--- config.mk ---
export PLATFORM = sky130hd
export DESIGN_NAME = memory_cycle
export DESIGN_NICKNAME = d
export VERILOG_FILES = /design/src/rtl/memory_cycle.sv
export SDC_FILE = /design/constraint.sdc
export NUM_CORES = 1
export LEC_CHECK = 0
export ABC_AREA = 1
export CORE_MARGIN = 5
export CORE_UTILIZATION = 45
export CTS_CLUSTER_SIZE = 30
export DETAILED_ROUTE_END_ITERATION = 10
export GPL_TIMING_DRIVEN = 0
export PLACE_DENSITY = 0.8
export SLEW_MARGIN = 25
export SYNTH_ARGS = -nofsm -noshare
export SYNTH_HDL_FRONTEND = slang
export SYNTH_SLANG_ARGS = --single-unit
--- constraint.sdc ---
create_clock -name clk -period 2.1 [get_ports clk]
set_clock_uncertainty 0.1 [all_clocks]
set_input_delay 0.21 -clock clk [delete_from_list [all_inputs] [get_ports clk]]
set_output_delay 0.21 -clock clk [all_outputs]
set_load 0.005 [all_outputs]
--- src/rtl/memory_cycle.sv ---
// Memory pipeline stage: forwards ALU results, runs data-memory loads/stores
// with busywait handshaking, and stalls upstream while an access is pending.
//
// state  | meaning
// IDLE   | accepting execute-stage instructions; ALU results pass in one cycle
// ACCESS | memory request outstanding; strobes held until busywait drops
module memory_cycle (
  input  logic        clk,
  input  logic        reset,
  input  logic        ValidE,
  input  logic        RegWriteE,
  input  logic        JtypeE,
  input  logic        MemReadE,
  input  logic        MemWriteE,
  input  logic [5:0]  ALUSelectE,
  input  logic [1:0]  StoreTypeE,
  input  logic [31:0] ALUOutE,
  input  logic [31:0] StoreDataE,
  input  logic [4:0]  WriteAddressE,
  output logic        mem_read,
  output logic        mem_write,
  output logic [31:0] mem_address,
  output logic [31:0] mem_writedata,
  output logic [3:0]  mem_byteenable,
  input  logic [31:0] mem_readdata,
  input  logic        mem_busywait,
  output logic        StallM,
  output logic        ValidM,
  output logic        RegWriteM,
  output logic        JtypeM,
  output logic        MemReadM,
  output logic [5:0]  ALUSelectM,
  output logic [31:0] ALUOutM,
  output logic [31:0] DataMemOutM,
  output logic [4:0]  WriteAddressM,
  output logic        MisalignM,
  output logic [15:0] WaitCycles
);

  typedef enum logic {IDLE, ACCESS} state_t;
  state_t state;

  logic        holdRegWrite, holdJtype, holdMemRead;
  logic [5:0]  holdALUSelect;
  logic [31:0] holdALUOut;
  logic [4:0]  holdWriteAddress;

  logic        isMemOp, misaligned;
  logic [3:0]  laneEnable;
  logic [31:0] laneData;

  assign StallM     = (state == ACCESS);
  assign isMemOp    = MemReadE | MemWriteE;
  assign misaligned = ((StoreTypeE == 2'b01) & ALUOutE[0]) |
                      (StoreTypeE[1] & (ALUOutE[1:0] != 2'b00));

  // Loads always fetch the full word; stores replicate data across lanes.
  always_comb begin
    laneEnable = 4'b1111;
    laneData   = StoreDataE;
    case (StoreTypeE)
      2'b00: begin
        laneEnable = 4'b0001 << ALUOutE[1:0];
        laneData   = {4{StoreDataE[7:0]}};
      end
      2'b01: begin
        laneEnable = 4'b0011 << ALUOutE[1:0];
        laneData   = {2{StoreDataE[15:0]}};
      end
      default: ;
    endcase
    if (MemReadE) laneEnable = 4'b1111;
  end

  always_ff @(posedge clk) begin
    if (reset) begin
      state            <= IDLE;
      mem_read         <= 1'b0;
      mem_write        <= 1'b0;
      mem_address      <= '0;
      mem_writedata    <= '0;
      mem_byteenable   <= '0;
      ValidM           <= 1'b0;
      RegWriteM        <= 1'b0;
      JtypeM           <= 1'b0;
      MemReadM         <= 1'b0;
      ALUSelectM       <= '0;
      ALUOutM          <= '0;
      DataMemOutM      <= '0;
      WriteAddressM    <= '0;
      MisalignM        <= 1'b0;
      WaitCycles       <= '0;
      holdRegWrite     <= 1'b0;
      holdJtype        <= 1'b0;
      holdMemRead      <= 1'b0;
      holdALUSelect    <= '0;
      holdALUOut       <= '0;
      holdWriteAddress <= '0;
    end else begin
      case (state)
        IDLE: begin
          if (!ValidE) begin
            ValidM    <= 1'b0;
            RegWriteM <= 1'b0;
            MisalignM <= 1'b0;
          end else if (isMemOp && !misaligned) begin
            state            <= ACCESS;
            holdRegWrite     <= RegWriteE;
            holdJtype        <= JtypeE;
            holdMemRead      <= MemReadE;
            holdALUSelect    <= ALUSelectE;
            holdALUOut       <= ALUOutE;
            holdWriteAddress <= WriteAddressE;
            mem_read         <= MemReadE;
            mem_write        <= MemWriteE & ~MemReadE;
            mem_address      <= {ALUOutE[31:2], 2'b00};
            mem_writedata    <= laneData;
            mem_byteenable   <= laneEnable;
            ValidM           <= 1'b0;
            RegWriteM        <= 1'b0;
            MisalignM        <= 1'b0;
          end else begin
            // Plain ALU op, or a misaligned access reported without a request.
            ValidM        <= 1'b1;
            RegWriteM     <= RegWriteE & ~isMemOp;
            JtypeM        <= JtypeE;
            MemReadM      <= MemReadE;
            ALUSelectM    <= ALUSelectE;
            ALUOutM       <= ALUOutE;
            WriteAddressM <= WriteAddressE;
            DataMemOutM   <= '0;
            MisalignM     <= isMemOp;
          end
        end
        ACCESS: begin
          if (WaitCycles != 16'hFFFF) WaitCycles <= WaitCycles + 16'd1;
          if (!mem_busywait) begin
            state         <= IDLE;
            mem_read      <= 1'b0;
            mem_write     <= 1'b0;
            ValidM        <= 1'b1;
            RegWriteM     <= holdRegWrite;
            JtypeM        <= holdJtype;
            MemReadM      <= holdMemRead;
            ALUSelectM    <= holdALUSelect;
            ALUOutM       <= holdALUOut;
            WriteAddressM <= holdWriteAddress;
            DataMemOutM   <= holdMemRead ? mem_readdata : 32'd0;
            MisalignM     <= 1'b0;
          end else begin
            ValidM    <= 1'b0;
            RegWriteM <= 1'b0;
          end
        end
        default: state <= IDLE;
      endcase
    end
  end

endmodule

==> results of run 1 <==
## sequential cells by signal (all words and copies together) (netlist names), 4 cells and up
register,count
ALUOutM,32
DataMemOutM,32
holdALUOut,32
mem_writedata,32
WaitCycles,16
ALUSelectM,6
holdALUSelect,6
WriteAddressM,5
holdWriteAddress,5
mem_byteenable,4
## cells in the mapped netlist
library cell / count
a21oi_1: 111
buf_1: 2
buf_2: 15
buf_4: 48
buf_6: 6
clkbuf_1: 39
clkinv_2: 1
conb_1: 1
dfxtp_1: 181
ha_1: 1
inv_1: 29
inv_2: 6
nand2_1: 342
nand2_2: 5
nand3_1: 80
nand3_2: 1
nand3_4: 1
nand4_1: 6
nor2_1: 119
nor2_2: 2
nor2_4: 1
nor3_1: 2
nor3b_1: 1
o21ai_0: 95
o21ai_1: 24
xnor2_1: 3
xor2_1: 3
## final timing paths
check	start	to	slack, ns
worst max-delay path	StallM	holdALUSelect[4]	0.22
worst min-delay path	StoreTypeE[1]	mem_writedata[25]	0.15
worst max register to register	StallM	holdALUSelect[4]	0.22
worst min register to register	holdWriteAddress[1]	holdWriteAddress[1]	0.35
## cell type report
type | count | area share, %
clock inverter | 10 | 1.44
timing repair buffer | 279 | 24.0
sequential | 181 | 31.1
tap | 225 | 2.42
buffer | 110 | 5.64
inverter | 36 | 1.17
clock buffer | 22 | 4.24
multi-input combinational | 799 | 30.0
## worst max-delay path: stages, from the launching register on
cell and delay [ns]:
dfxtp_1 0.31, buf_4 0.18, inv_2 0.15, nand2_2 0.10
nor2_4 0.12, nand3_4 0.16, clkinv_2 0.22, buf_4 0.24
nand2_1 0.08, a21oi_1 0.14
## repair_timing
action	CTS	global route
hold endpoints to repair	0	0
gates resized for setup	0	2
setup endpoints to repair	0	8
## cells by family (layout without fill, tap and decap cells)
logic type / Yosys count / count (layout) / share of synthesized area [%]
compound gates: 230 / 230 / 14.6
xor+xnor: 6 / 6 / 0.665
fa+ha+maj: 1 / 1 / 0.158
buf+inv: 146 / 457 / 10.0
flops: 181 / 181 / 45.8
other cells: 1 / 2 / 0.0474
simple gates: 560 / 560 / 28.7
## power by group through the flow
stage               clock network (W)  logic [W]  registers (W)
finish                        0.00354    0.00148        0.00374
global route                  0.00374    0.00162        0.00376
CTS                           0.00357    0.00148        0.00374
detailed placement                  0    0.00147        0.00381
global placement                    0    0.00145        0.00380
floorplan                           0   0.000646        0.00380
## per-layer routing
layer	vias to the layer above	track usage (%)
li1	4187	-
met1	3860	31.5
met2	341	42.6
met3	52	7.86
met4	4	9.70
met5	-	0
## through the flow
stage | area (um2) | utilization [%] | setup slack, ns
2_1_floorplan | 7910 | - | 0.502
3_3_place_gp | 11000 | 63.5 | -0.00375
3_5_place_dp | 11000 | 63.5 | -0.0340
4_1_cts | 11600 | 67.3 | 0.142
5_1_grt | 11700 | 67.4 | 0.0321
6_report | 11700 | 67.4 | 0.224
==> impl_metrics.tcl, run 1 <==
set metrics [dict create \
    critical_path_class "reg -> reg" \
    wl_met2_um 12800 \
    cts_buffer_depth 2 \
    internal_power_w 0.00654 \
    dp_cells 1630 \
    cts_tree "done" \
    vias 8444 \
    switching_share_pct 25.4 \
    syn_inst 1125 \
    most-common-layout-cells "342 x nand2_1, 279 x clkdlybuf4s50_1, 180 x dfxtp_1" \
    grt_max_degree 17 \
    start_util_pct 45.7 \
    overflow 0 \
    grt_pass1_vias 7998 \
    final_common_cell "nand2_1" \
    die_y_um 143 \
    cp-start-kind "flip-flop" \
    clkSinkCount 181 \
    seq_area_frac_synth_pct 45.8 \
    hold_violations 0 \
    drtIter0Drc 518 \
    synth_warnings 0 \
    synth_area_per_cell_um2 7.03 \
    clkTransAtPathRegs_ns 0.07 \
    synthTopCellsByArea "dfxtp_1 46%, nand2_1 16%, a21oi_1 7.0%, o21ai_0 6.0%, nor2_1 5.7%" \
    antenna_found_initial 2 \
    drv_slew 0 \
    drive_above_1_share_pct 8.28 \
    synth_seq_cells 181 \
    root_buffer "clkbuf_16" \
    h-tree-depth 4 \
    die_area_um2 20300 \
    setup_viol 0 \
    multi_input_area_um2 3500 \
    wl_per_cell_um 16.2 \
    p_seq_share_pct 42.7 \
    outcome "finished clean" \
    cp.arrival_ns 2.13 \
    final_cell_count_no_fill 1662 \
    cp_max_fo 10 \
    synth_cell_types 27 \
    critical_path_required_ns 2.35 \
    synth_top_area_share_pct 45.8 \
    fin_crit_sh_pct 89.3 \
    power_leakage_nw 4.61 \
    area_growth_pct 47.4 \
    wl_met1_um 10900 \
    clk_latency_ns 0.43 \
    nNetsFinal 1542 \
    reg2regPathDepth 9 \
    p_comb_share_pct 16.9 \
    drv_cap 0 \
    portBuffers 279 \
    worstMarginPinSlew_ns 0.675 \
    dr.pass1.iters 5 \
    ant_nets 0 \
    hold_path.class "in -> reg" \
    whs_ns 0.146 \
    p_sw_w 0.00222 \
    vias_per_cell 5.08 \
    regArea_um2 3620 \
    dr.max_layer_used "met5" \
    grt_usage_pct 25.7 \
    p_clk_share_pct 40.4 \
    max_freq_mhz 533 \
    post-route-min-period_ns 1.88 \
    grt_pass1_wl_um 41600 \
    gp_congestion 0.857 \
    end_kind "flip-flop" \
    cts_setup_buffers 0 \
    post-dp-hpwl_um 19900 \
    tns_ns 0 \
    antennaDiodeCount 0 \
    power_w 0.00876 \
    rows 48 \
    ir_drop_mv 0.580 \
    io_pins 284 \
    drc 0 \
    rsz0062_at_grt "false" \
    dieWidth_um 143 \
    cts_buffers 17 \
    power_density_nw_per_um2 752 \
    hold_buffers 0 \
    wirelength_um 27000 \
    slew_headroom_pct 55.0 \
    wl_met3_um 2500 \
    fillCellCount 1475 \
    synth_top_cell_by_area "dfxtp_1" \
    coreArea_um2 17300 \
    whs_path_depth 5 \
    synth_area_um2 7910 \
]
(Power assumes the default switching activity.)
==> run 2, diff against run 1 <==
- HOLD_SLACK_MARGIN: not set -> 0.05
==> results of run 2 <==
The final DEF is identical to that of run 1; final timing and power are the same.
==> run 3, diff against run 2 <==
- TNS_END_PERCENT: not set -> 1
==> results of run 3 <==
The final DEF is identical to that of run 1; final timing and power are the same.
